$ cat src/rtl/comparator_pipe_if.sv
// rtl/comparator_pipe_if.sv - operand/result handshake bundle for comparator_pipe
interface comparator_pipe_if #(
  parameter int WIDTH = 16
);
  // request side: operands and compare mode
  logic             in_valid;
  logic             in_ready;
  logic [WIDTH-1:0] a;
  logic [WIDTH-1:0] b;
  logic             signed_mode;

  // response side: one-hot result flags
  logic             out_valid;
  logic             out_ready;
  logic             a_less_b;
  logic             a_greater_b;
  logic             a_equal_b;

  // master issues compares and consumes results
  modport master (
    output in_valid, a, b, signed_mode, out_ready,
    input  in_ready, out_valid, a_less_b, a_greater_b, a_equal_b
  );

  // slave is the comparator itself
  modport slave (
    input  in_valid, a, b, signed_mode, out_ready,
    output in_ready, out_valid, a_less_b, a_greater_b, a_equal_b
  );
endinterface

$ cat src/rtl/comparator_pipe.sv
// rtl/comparator_pipe.sv - pipelined MSB-first magnitude comparator, CHUNK bits per stage
module comparator_pipe #(
  parameter int WIDTH = 16,
  parameter int CHUNK = 4
) (
  input  logic               clk,
  input  logic               rst,
  comparator_pipe_if.slave   bus
);

  localparam int STAGES = WIDTH / CHUNK;

  typedef enum logic [1:0] {
    DEC_UND = 2'd0,
    DEC_LT  = 2'd1,
    DEC_GT  = 2'd2
  } dec_e;

  // Per-stage state. The remaining operand bits are kept left-aligned so
  // every stage reads its chunk from the same MSB slice; the low bits that
  // have already been consumed are shifted-in zeros and trim away.
  logic [STAGES-1:0] valid_q;
  logic [STAGES-1:0] valid_d;
  dec_e              dec_q   [STAGES];
  dec_e              dec_d   [STAGES];
  logic [WIDTH-1:0]  rem_a_q [STAGES];
  logic [WIDTH-1:0]  rem_b_q [STAGES];
  logic [WIDTH-1:0]  rem_a_d [STAGES];
  logic [WIDTH-1:0]  rem_b_d [STAGES];

  // Inputs seen by each stage: stage 0 reads the port, the rest read the
  // register of the stage in front of them.
  dec_e              dec_in  [STAGES];
  logic [WIDTH-1:0]  src_a   [STAGES];
  logic [WIDTH-1:0]  src_b   [STAGES];
  logic [CHUNK-1:0]  chunk_a [STAGES];
  logic [CHUNK-1:0]  chunk_b [STAGES];

  logic              adv;
  logic [WIDTH-1:0]  a_t;
  logic [WIDTH-1:0]  b_t;

  // The whole pipe moves together; it only freezes when a finished result
  // is sitting at the output and nobody is taking it.
  assign adv          = ~valid_q[STAGES-1] | bus.out_ready;
  assign bus.in_ready = adv;

  // Flipping the sign bit maps two's complement order onto unsigned order,
  // so only stage 0 ever needs to know the mode.
  assign a_t = {bus.a[WIDTH-1] ^ bus.signed_mode, bus.a[WIDTH-2:0]};
  assign b_t = {bus.b[WIDTH-1] ^ bus.signed_mode, bus.b[WIDTH-2:0]};

  // next-state for every stage: resolve one chunk unless already decided
  always_comb begin
    src_a[0]   = a_t;
    src_b[0]   = b_t;
    dec_in[0]  = DEC_UND;
    valid_d[0] = bus.in_valid;
    for (int k = 1; k < STAGES; k++) begin
      src_a[k]   = rem_a_q[k-1];
      src_b[k]   = rem_b_q[k-1];
      dec_in[k]  = dec_q[k-1];
      valid_d[k] = valid_q[k-1];
    end
    for (int k = 0; k < STAGES; k++) begin
      chunk_a[k] = src_a[k][WIDTH-1 -: CHUNK];
      chunk_b[k] = src_b[k][WIDTH-1 -: CHUNK];
      if (dec_in[k] != DEC_UND) begin
        dec_d[k] = dec_in[k];
      end else if (chunk_a[k] < chunk_b[k]) begin
        dec_d[k] = DEC_LT;
      end else if (chunk_a[k] > chunk_b[k]) begin
        dec_d[k] = DEC_GT;
      end else begin
        dec_d[k] = DEC_UND;
      end
      rem_a_d[k] = src_a[k] << CHUNK;
      rem_b_d[k] = src_b[k] << CHUNK;
    end
  end

  // stage registers: cleared asynchronously, loaded only when the pipe advances
  always_ff @(posedge clk or posedge rst) begin
    if (rst) begin
      valid_q <= '0;
      for (int k = 0; k < STAGES; k++) begin
        dec_q[k]   <= DEC_UND;
        rem_a_q[k] <= '0;
        rem_b_q[k] <= '0;
      end
    end else if (adv) begin
      valid_q <= valid_d;
      for (int k = 0; k < STAGES; k++) begin
        dec_q[k]   <= dec_d[k];
        rem_a_q[k] <= rem_a_d[k];
        rem_b_q[k] <= rem_b_d[k];
      end
    end
  end

  // Flags decode straight from the last stage's registers, gated by its
  // valid bit, so they hold while stalled and vanish with the reset.
  assign bus.out_valid   = valid_q[STAGES-1];
  assign bus.a_less_b    = valid_q[STAGES-1] & (dec_q[STAGES-1] == DEC_LT);
  assign bus.a_greater_b = valid_q[STAGES-1] & (dec_q[STAGES-1] == DEC_GT);
  assign bus.a_equal_b   = valid_q[STAGES-1] & (dec_q[STAGES-1] == DEC_UND);

  // result port invariants: one-hot while valid, silent while idle, frozen while stalled
  a_onehot : assert property (@(posedge clk) disable iff (rst)
    bus.out_valid |-> $onehot({bus.a_less_b, bus.a_greater_b, bus.a_equal_b}));
  a_idle_zero : assert property (@(posedge clk) disable iff (rst)
    !bus.out_valid |-> ({bus.a_less_b, bus.a_greater_b, bus.a_equal_b} == 3'b000));
  a_stall_hold : assert property (@(posedge clk) disable iff (rst)
    (bus.out_valid && !bus.out_ready) |=>
      (bus.out_valid && $stable({bus.a_less_b, bus.a_greater_b, bus.a_equal_b})));

endmodule
$ cat src/flat_wrapper.sv
// flat-port wrapper written by rule: the top's interface ports become plain ports
module comparator_pipe_flat 
#(
  parameter int WIDTH = 16,
  parameter int CHUNK = 4
)
  (clk, rst, bus_in_valid, bus_a, bus_b, bus_signed_mode, bus_out_ready, bus_in_ready, bus_out_valid, bus_a_less_b, bus_a_greater_b, bus_a_equal_b);
  comparator_pipe_if #(.WIDTH(WIDTH)) bus_i ();
  input  logic clk;
  input  logic rst;
  input wire logic [$bits(bus_i.in_valid)-1:0] bus_in_valid;
  input wire logic [$bits(bus_i.a)-1:0] bus_a;
  input wire logic [$bits(bus_i.b)-1:0] bus_b;
  input wire logic [$bits(bus_i.signed_mode)-1:0] bus_signed_mode;
  input wire logic [$bits(bus_i.out_ready)-1:0] bus_out_ready;
  output wire logic [$bits(bus_i.in_ready)-1:0] bus_in_ready;
  output wire logic [$bits(bus_i.out_valid)-1:0] bus_out_valid;
  output wire logic [$bits(bus_i.a_less_b)-1:0] bus_a_less_b;
  output wire logic [$bits(bus_i.a_greater_b)-1:0] bus_a_greater_b;
  output wire logic [$bits(bus_i.a_equal_b)-1:0] bus_a_equal_b;
  assign bus_i.in_valid = bus_in_valid;
  assign bus_i.a = bus_a;
  assign bus_i.b = bus_b;
  assign bus_i.signed_mode = bus_signed_mode;
  assign bus_i.out_ready = bus_out_ready;
  assign bus_in_ready = bus_i.in_ready;
  assign bus_out_valid = bus_i.out_valid;
  assign bus_a_less_b = bus_i.a_less_b;
  assign bus_a_greater_b = bus_i.a_greater_b;
  assign bus_a_equal_b = bus_i.a_equal_b;
  comparator_pipe #(.WIDTH(WIDTH), .CHUNK(CHUNK)) u_core (.clk(clk), .rst(rst), .bus(bus_i));
endmodule
$ cat config.mk
export PLATFORM = sky130hd
export DESIGN_NAME = comparator_pipe_flat
export DESIGN_NICKNAME = d
export VERILOG_FILES = /design/src/rtl/comparator_pipe_if.sv /design/src/rtl/comparator_pipe.sv /design/src/flat_wrapper.sv
export SDC_FILE = /design/constraint.sdc
export NUM_CORES = 1
export LEC_CHECK = 0
export BUFFER_PORTS_ARGS = -buffer_cell sky130_fd_sc_hd__buf_2
export CORE_MARGIN = 1
export CORE_UTILIZATION = 45
export CTS_BUF_LIST = sky130_fd_sc_hd__clkbuf_16
export DETAILED_ROUTE_END_ITERATION = 6
export GPL_TIMING_DRIVEN = 0
export PLACE_DENSITY = 0.63
export SLEW_MARGIN = 10
export SYNTH_ARGS = -nofsm -noshare
export SYNTH_HDL_FRONTEND = slang
export SYNTH_SLANG_ARGS = --single-unit
$ cat constraint.sdc
create_clock -name clk -period 3.8 [get_ports clk]
set_input_delay 0.19 -clock clk [delete_from_list [all_inputs] [get_ports clk]]
set_output_delay 0.19 -clock clk [all_outputs]
set_load 0.1 [all_outputs]
==> flow_summary_export.csv, run 1 <==
group,metric,value,unit
clocking,clk_pin_slew,0.05,ns
worst_setup_path,path_common_cell,"buf_2",
synthesis,synth_nets,354,
synthesis,ys_async_sr_fraction,100,%
synthesis,synth-edff-count,0,
placement,io_buffers,41,
grt,grt_pass1_vias,2107,
worst_setup_path,crit_type,"reg2out",
timing,rsz0062_at_grt,"no",
timing,finalClockSkew,0.00405,ns
power,irDropWorstVdd,0.408,mV
floorplan,die_x,79.7,um
worst_setup_path,path_buf_inv,4,
grt,busiest_layer,"met2",
synthesis,ys_seq_elements,60,
routing,drc,0,
floorplan,initial_utilization,47.8,%
synthesis,synth_top_cell_area_share,55.3,%
clocking,worstSkewPairLatency,0.31,ns
timing,holdWs,0.0668,ns
grt,overflow,0,
timing,worstMarginPinSlew,0.509,ns
synthesis,syn_inst,301,
placement,place_congestion,0.806,
routing,routed_via_density,4.69,
grt,gr-usage-met2,33.3,%
timing,hold_viol_final,0,
synthesis,yosysUniqueCellTypes,33,
routing,drt-total-wl,5310,um
worst_setup_path,end_kind,"output port",
cells_and_area,layout_commonest_cell,"nand2_1",
routing,vias,2021,
clocking,postCtsSetupRepairBufs,0,
placement,dpl_cell_area,3030,um2
status,status,"complete, no violations",
worst_setup_path,regToRegSetupSlack,2.27,ns
timing,fmax,0.494,GHz
worst_setup_path,startpoint_type,"flip-flop",
placement,dp_hpwl,3660,um
synthesis,yosys.area.top_type,"dfrtp_1",
cells_and_area,layout_common_cells,"nand2_1, dfrtp_1, buf_2",
synthesis,synthFlopType,"dfrtp_1",
synthesis,synth.cell_area,2720,um2
power,power.density,810,nW/um2
routing,dr.pass1.iters,4,
synthesis,synth.top_cells.by_area,"dfrtp_1, nand2_1, ha_1",
cells_and_area,nets,408,
synthesis,synth.avg_cell_area,9.02,um2
grt,antenna_found_initial,0,
worst_setup_path,crit_path_max_incr_delay,0.46,ns
floorplan,fp.dieH,79.7,um
cells_and_area,fin_area,3310,um2
routing,drt_iter0_drc,97,
job,max-cap-violations,0,
worst_setup_path,critPathTopFamily,"buffers and inverters",
floorplan,die_area,6350,um2
grt,track_usage,20.0,%
clocking,htree_levels,3,
cells_and_area,n_antenna_cell,0,
clocking,cts_buffer_depth,2,
synthesis,seq_area_frac_synth,55.3,%
cells_and_area,final_layout_size_suffix_gt1_share,18.7,%
worst_setup_path,crit_required,3.61,ns
floorplan,core,5680,um2
timing,drv_slew,0,
clocking,cts_sinks,60,
worst_setup_path,slowest_stage,"buf_2",
timing,tns,0,ns
timing,setup_viol,0,
routing,wire_per_inst,12.3,um
worst_setup_path,path_cells,"nor2b_1, buf_6, inv_2, buf_2, buf_2",
floorplan,num_rows,27,
hold_path,hold_path.class,"in2reg",
grt,globalRouteMet3Util,3.89,%
timing,maxSlewHeadroom,66.1,%
timing,fin_crit_sh,53.3,%
power,leakagePower,1.79,nW
timing,fin_crit,2.03,ns
clocking,cts_tree,"built",
synthesis,yosysWarnings,0,
power,total_power,2.68,mW
grt,grt_max_degree,38,
grt,grt_first_pass_wirelength,9360,um
cells_and_area,final_core_util,58.4,%
clocking,root_buffer,"clkbuf_16",
floorplan,io_pins,42,
clocking,cts_buffers,9,
routing,final_antenna_net_count,0,
worst_setup_path,arrival,1.84,ns
cells_and_area,synthToLayoutAreaGrowth,22.1,%
worst_setup_path,crit_path_max_fanout,10,
grt,use_met1,24.8,%
==> worst register-to-register path, delay by kind of cell, from the launching register on <==
family | cells | cell delay [ns]
compound gates | 2 | 0.63
flops | 1 | 0.38
fa+ha+maj | 1 | 0.34
simple gates | 1 | 0.06
==> synthesized netlist by cell type (2+ instances only) <==
library cell and n:
ha_1 16, o21ai_1 14, nand2_1 139, inv_1 20, nor3_1 5, a41oi_1 2, o21a_1 2, buf_4 2
a21oi_1 4, nand3b_1 2, buf_2 6, clkbuf_1 3, nor2_1 7, dfrtp_1 60
==> layer usage <==
| layer | vias up | routed length (um) |
|---|---|---|
| met5 | - | 0 |
| met4 | 0 | 69 |
| met3 | 6 | 170 |
| met2 | 38 | 2440 |
| met1 | 918 | 2620 |
| li1 | 1059 | - |
==> where the power goes <==
| group | switching (mW) | internal (mW) |
|---|---|---|
| clock | 0.251 | 0.490 |
| combinational | 0.587 | 0.326 |
| sequential | 0.141 | 0.888 |
==> final timing paths <==
path                                                start                              to  cells past startpoint
max                         u_core.valid_q[3]$_DFFE_PP0P_                    bus_in_ready                      5
min                                              bus_a[4]  u_core.rem_a_d[44]$_DFFE_PP0P_                      3
max reg2reg                 u_core.chunk_a[7]$_DFFE_PP0P_    u_core.dec_in[1]$_DFFE_PP0P_                      4
min reg2reg                u_core.rem_a_d[42]$_DFFE_PP0P_  u_core.rem_a_d[42]$_DFFE_PP0P_                      2
max in group asynchronous                             rst    u_core.dec_in[2]$_DFFE_PP0P_                      4
min in group asynchronous                             rst  u_core.rem_a_d[29]$_DFFE_PP0P_                      3
==> flip-flops by register name, summed over array words and instances, names as in the netlist <==
signal	count
u_core.valid_q	4
u_core.rem_a_d	12
u_core.chunk_a	12
u_core.rem_b_d	12
u_core.dec_in	6
u_core.dec_q	2
u_core.chunk_b	12
==> layout make-up <==
class | instances | area (um2)
Buffer | 13 | 72.6
Clock buffer | 9 | 225
Sequential cell | 60 | 1500
Clock inverter | 6 | 48.8
Timing Repair Buffer | 43 | 235
Multi-Input combinational cell | 207 | 1060
Fill cell | 552 | 2360
Tap cell | 72 | 90.1
Inverter | 21 | 78.8
==> per-stage QoR <==
step | cells | setup slack [ns]
after floorplan | 301 | 0.366
after global placement | 414 | 1.38
after detailed placement | 415 | 2.10
after CTS | 431 | 1.75
after global routing | 431 | 1.67
final | 431 | 1.77
==> kinds of logic (layout without fill, tap and decap cells) <==
| logic type | Yosys count | after routing | share of synthesized area (%) |
|---|---|---|---|
| fa+ha+maj | 16 | 16 | 7.37 |
| xor+xnor | 2 | 2 | 0.645 |
| mux | 2 | 2 | 0.783 |
| simple gates | 158 | 158 | 22.9 |
| compound gates | 29 | 29 | 7.42 |
| buf+inv | 34 | 92 | 5.58 |
| flops | 60 | 60 | 55.3 |
==> repair_timing <==
| item | CTS | global route |
|---|---|---|
| gates resized for setup | 0 | 0 |
| endpoints found under the hold margin | 23 | 0 |
| hold buffers | 1 | 0 |
| setup endpoints to repair | 0 | 0 |
No activity file was read; power rests on OpenSTA's default activity.
==> inputs of run 2 (changes only) <==
--- a/config.mk
+++ b/config.mk
@@ -11,7 +11,7 @@
 export CTS_BUF_LIST = sky130_fd_sc_hd__clkbuf_16
 export DETAILED_ROUTE_END_ITERATION = 6
 export GPL_TIMING_DRIVEN = 0
-export PLACE_DENSITY = 0.63
+export PLACE_DENSITY = 0.65
 export SLEW_MARGIN = 10
 export SYNTH_ARGS = -nofsm -noshare
 export SYNTH_HDL_FRONTEND = slang
==> constraint.sdc (replaced) <==
create_clock -name clk -period 1.6 [get_ports clk]
set_input_delay 0.08 -clock clk [delete_from_list [all_inputs] [get_ports clk]]
set_output_delay 0.08 -clock clk [all_outputs]
set_load 0.1 [all_outputs]
==> run 2 against run 1 <==
  * First-iteration DRC count is 33% higher
  * Clock-buffer cell count stayed put
  * Hold slack better by 0.16 ns
  * Global-route usage grew 0.74 points
  * Via count up 7.3%
  * Register-to-register slack worse by 2.2 ns
  * Non-clock buffer count rose by 26
  * Power up 140%
  * Cell area grew 9.1%
  * Worst setup slack got worse by 1.7 ns
  * Sequential power is 140% higher
  * Combinational power grew to 2.6 times the previous value
  * Largest cell class unchanged
  * Largest power group unchanged
==> flow_summary_export.csv, run 2 (same netlist as run 1, synthesis figures left out) <==
group,metric,value,unit
status,status,"complete, no violations",
cells_and_area,layout_commonest_cell,"nand2_1",
timing,fin_ws,0.0507,ns
routing,vias,2169,
grt,track_usage,20.7,%
cells_and_area,fillCellCount,489,
clocking,root_buffer,"clkbuf_16",
clocking,cts_tree,"built",
cells_and_area,instances_no_fill,457,
routing,wire_per_inst,12.3,um
grt,grt_pass1_vias,2203,
timing,holdWs,0.223,ns
clocking,cts_buffers,9,
cells_and_area,layout_common_cells,"nand2_1, dfrtp_1, buf_2",
cells_and_area,n_antenna_cell,0,
clocking,htree_levels,3,
power,leakagePower,1.91,nW
grt,antenna_found_initial,0,
floorplan,io_pins,42,
placement,io_buffers,41,
routing,drc,0,
grt,overflow,0,
clocking,worstSkewPairLatency,0.32,ns
power,irDropWorstVdd,1.44,mV
floorplan,die_area,6350,um2
worst_setup_path,slowest_stage,"dfrtp_4",
timing,fin_crit,1.55,ns
placement,place_congestion,0.784,
timing,setup_viol,0,
worst_setup_path,arrival,1.47,ns
grt,grt_first_pass_wirelength,9720,um
timing,fin_crit_sh,96.8,%
cells_and_area,final_core_util,63.7,%
clocking,clk_pin_slew,0.05,ns
routing,routed_via_density,4.75,
placement,dp_cells,414,
timing,maxSlewHeadroom,63.9,%
timing,worstMarginPinSlew,0.542,ns
worst_setup_path,crit_path_max_incr_delay,0.48,ns
worst_setup_path,crit_type,"reg2out",
routing,drt-total-wl,5620,um
timing,finalClockSkew,0.00737,ns
worst_setup_path,critPathTopFamily,"buffers and inverters",
routing,final_antenna_net_count,0,
placement,dpl_cell_area,3040,um2
placement,dp_hpwl,3640,um
worst_setup_path,startpoint_type,"flip-flop",
cells_and_area,nets,434,
floorplan,core,5680,um2
routing,drt_iter0_drc,129,
power,power.density,1790,nW/um2
routing,dr.pass1.iters,4,
worst_setup_path,path_cells,"nor2b_1, buf_6, inv_4, buf_8, buf_12",
floorplan,fp.dieH,79.7,um
grt,grt_max_degree,61,
clocking,cts_buffer_depth,2,
job,max-cap-violations,0,
floorplan,die_x,79.7,um
hold_path,hold_path.class,"in2reg",
cells_and_area,fin_area,3620,um2
timing,rsz0062_at_grt,"no",
clocking,cts_sinks,60,
worst_setup_path,path_buf_inv,4,
floorplan,initial_utilization,47.8,%
timing,tns,0,ns
cells_and_area,final_layout_size_suffix_gt1_share,19.0,%
floorplan,num_rows,27,
cells_and_area,synthToLayoutAreaGrowth,33.2,%
placement,dp_slack,0.0108,ns
worst_setup_path,crit_required,1.52,ns
power,total_power,6.48,mW
worst_setup_path,crit_path_max_fanout,9,
timing,drv_slew,0,
worst_setup_path,end_kind,"output port",
timing,fmax,0.645,GHz
timing,hold_viol_final,0,
[run 2: where the power goes]
group | switching (mW) | leakage, nW | total [mW] | internal, mW
logic | 1.47 | 1.06 | 2.38 | 0.908
clock network | 0.625 | 0.133 | 1.63 | 1.01
registers | 0.350 | 0.718 | 2.47 | 2.12
[run 2: worst min-delay path: cells and delay by family]
kind | cells | cell delay [ns]
buf+inv | 2 | 0.12
fa+ha+maj | 1 | 0.12
compound gates | 2 | 0.19
[run 2: metal layers]
| metal | GRT usage (%) | wire length (um) | vias up | part of all wire, % |
|---|---|---|---|---|
| met2 | 33.9 | 2640 | 46 | 47 |
| met4 | 12.0 | 155 | 0 | 2.8 |
| met5 | 0 | 0 | - | 0 |
| li1 | - | - | 1108 | - |
| met1 | 25.8 | 2650 | 1002 | 47 |
| met3 | 3.20 | 164 | 13 | 2.9 |
[run 2: worst paths after layout]
kind,start,end,slack (ns),cells after the start
worst max-delay path,u_core.valid_q[3]$_DFFE_PP0P_,bus_in_ready,0.05,5
worst min-delay path,bus_b[12],u_core.dec_in[5]$_DFFE_PP0P_,0.22,5
worst max register to register,u_core.valid_q[3]$_DFFE_PP0P_,u_core.dec_in[0]$_DFFE_PP0P_,0.09,5
worst min register to register,u_core.rem_b_d[43]$_DFFE_PP0P_,u_core.rem_b_d[43]$_DFFE_PP0P_,0.46,2
max in group asynchronous,rst,u_core.valid_q[2]$_DFFE_PP0P_,0.70,4
min in group asynchronous,rst,u_core.dec_in[1]$_DFFE_PP0P_,0.35,3
[run 2: area by class of cell]
type	instances	area, um2	share of cell area, %
flip-flops and latches	60	1510	41.6
multi-input cells	207	1090	30.2
repair buffers	69	508	14.0
clock buffers	9	225	6.23
well taps	72	90.1	2.49
inverters	21	85.1	2.35
plain buffers	13	83.8	2.32
clock inverters	6	25.0	0.692
[run 2: repair_timing]
item,4_1_cts,5_1_grt
setup endpoints to repair,1,5
setup buffers,1,0
resized for setup,7,3
hold buffers,25,1
hold endpoints to repair,25,23
==> inputs of run 3 (changes only) <==
--- a/config.mk
+++ b/config.mk
@@ -10,7 +10,6 @@
 export CORE_UTILIZATION = 45
 export CTS_BUF_LIST = sky130_fd_sc_hd__clkbuf_16
 export DETAILED_ROUTE_END_ITERATION = 6
-export GPL_TIMING_DRIVEN = 0
 export PLACE_DENSITY = 0.65
 export SLEW_MARGIN = 10
 export SYNTH_ARGS = -nofsm -noshare
==> run 3 against run 2 <==
  * Critical path depth is 1 lower
  * Clock-buffer cell count stayed put
  * Fmax is 0.44% higher
  * Clock skew fell by 0.0030 ns
  * Combinational power shrank 5%
  * Final cell count decreased by 1.1%
  * Critical endpoint unchanged
==> flow_summary_export.csv, run 3 (same netlist as run 1, synthesis figures left out) <==
group,metric,value,unit
job,max-cap-violations,0,
clocking,worstSkewPairLatency,0.32,ns
floorplan,fp.dieH,79.7,um
power,switchingPower,2.34,mW
timing,fin_crit,1.54,ns
timing,fin_crit_sh,96.4,%
worst_setup_path,startpoint_type,"flip-flop",
hold_path,hold_start,"bus_b[12]",
worst_setup_path,startpoint,"u_core.valid_q[3]$_DFFE_PP0P_",
clocking,cts_tree,"built",
floorplan,io_pins,42,
cells_and_area,fin_area,3660,um2
worst_setup_path,slowest_stage,"dfrtp_4",
timing,finalClockSkew,0.00439,ns
power,clockPowerShare,29.3,%
timing,hold_viol_final,0,
routing,drt_iter0_drc,112,
placement,dp_hpwl,3270,um
timing,tns,0,ns
placement,dpl_cell_area,3080,um2
grt,grt_pass1_vias,2133,
cells_and_area,n_antenna_cell,0,
power,irDropWorstVdd,1.30,mV
routing,drt-total-wl,4970,um
power,power.density,1830,nW/um2
floorplan,core,5680,um2
cells_and_area,layout_common_cells,"nand2_1, dfrtp_1, buf_2",
worst_setup_path,arrival,1.46,ns
worst_setup_path,crit_path_max_incr_delay,0.49,ns
clocking,cts_buffers,9,
grt,antenna_found_initial,0,
grt,grt_max_degree,42,
routing,wire_per_inst,11.0,um
worst_setup_path,end_kind,"output port",
clocking,postCtsResizedCells,0,
status,status,"complete, no violations",
worst_setup_path,path_common_cell,"buf_12",
clocking,cts_sinks,60,
routing,routed_via_density,4.70,
timing,maxSlewHeadroom,65.3,%
floorplan,die_area,6350,um2
timing,fmax,0.648,GHz
clocking,root_buffer,"clkbuf_16",
power,intPower,4.36,mW
routing,vias,2126,
clocking,htree_levels,3,
timing,rsz0062_at_grt,"no",
routing,final_antenna_net_count,0,
worst_setup_path,r2r_start,"u_core.valid_q[3]$_DFFE_PP0P_",
grt,grt_first_pass_wirelength,9000,um
grt,overflow,0,
timing,worstMarginPinSlew,0.520,ns
power,swShare,34.9,%
power,p_seq_share,36.8,%
floorplan,die_x,79.7,um
routing,drc,0,
timing,holdWs,0.210,ns
cells_and_area,layout_commonest_cell,"nand2_1",
worst_setup_path,crit_path_max_fanout,20,
worst_setup_path,path_cells,"nor2b_4, inv_2, buf_12, buf_12",
cells_and_area,synthToLayoutAreaGrowth,34.7,%
cells_and_area,final_layout_size_suffix_gt1_share,18.9,%
floorplan,num_rows,27,
cells_and_area,nets,428,
hold_path,hold_path.class,"in2reg",
timing,setup_viol,0,
clocking,cts_buffer_depth,2,
placement,place_congestion,0.737,
timing,drv_slew,0,
floorplan,initial_utilization,47.8,%
worst_setup_path,crit_required,1.52,ns
routing,dr.pass1.iters,4,
worst_setup_path,crit_type,"reg2out",
power,leakagePower,1.93,nW
clocking,clk_pin_slew,0.05,ns
grt,track_usage,18.8,%
cells_and_area,fillCellCount,481,
power,combPwrFrac,33.9,%
placement,io_buffers,41,
run 3: repair_timing:
action,in CTS,in global routing
endpoints found under the hold margin,47,0
setup endpoints to repair,0,1
setup buffers,0,2
hold buffers,26,0
run 3: worst max-delay path, delay by kind of cell, from the launching register on:
| family | cells | cell delay [ns] |
|---|---|---|
| simple gates | 1 | 0.16 |
| flops | 1 | 0.49 |
| buf+inv | 3 | 0.48 |
run 3: worst paths after layout:
kind                                                  endpoint  slack (ns)  cells past startpoint
max in group asynchronous       u_core.rem_b_d[46]$_DFFE_PP0P_        0.70                      4
worst max-delay path                              bus_in_ready        0.06                      4
worst min-delay path              u_core.dec_in[5]$_DFFE_PP0P_        0.21                      5
min in group asynchronous       u_core.rem_b_d[41]$_DFFE_PP0P_        0.34                      3
worst max register to register    u_core.dec_in[3]$_DFFE_PP0P_        0.16                      5
worst min register to register  u_core.rem_a_d[45]$_DFFE_PP0P_        0.46                      2
run 3: layout make-up:
class / count / area (um2) / area share, %
Multi-Input combinational cell: 207 / 1090 / 29.8
Clock buffer: 9 / 225 / 6.16
Sequential cell: 60 / 1510 / 41.1
Tap cell: 72 / 90.1 / 2.46
Clock inverter: 7 / 81.3 / 2.22
Timing Repair Buffer: 76 / 586 / 16.0
Inverter: 21 / 82.6 / 2.26
run 3: metal layers:
layer  global-route usage [%]  wire length (um)  up-vias
met3                     6.40               211        6
li1                         -                 -     1103
met2                     29.8              2210       40
met4                     8.36                72        0
met5                        0                 0        -
met1                     23.2              2480      977
run 3: power groups by stage:
| stage | Combinational (mW) | Clock (mW) | Sequential, mW |
|---|---|---|---|
| final | 2.27 | 1.96 | 2.47 |
| after global routing | 2.60 | 2.08 | 2.53 |
| after CTS | 2.28 | 2.00 | 2.46 |
| after detailed placement | 2.22 | 0 | 2.48 |
| after global placement | 2.17 | 0 | 2.46 |
| after floorplan | 1.66 | 0 | 2.48 |
run 3: metrics by stage:
stage	worst slack (ns)	std cells	total power, mW	util [%]
floorplan	0.00608	301	4.15	-
global placement	0.176	408	4.63	54.2
detailed placement	0.154	408	4.70	54.2
CTS	0.00580	450	6.74	64.2
global route	0.00237	452	7.21	64.5
finish	0.0575	452	6.69	64.5
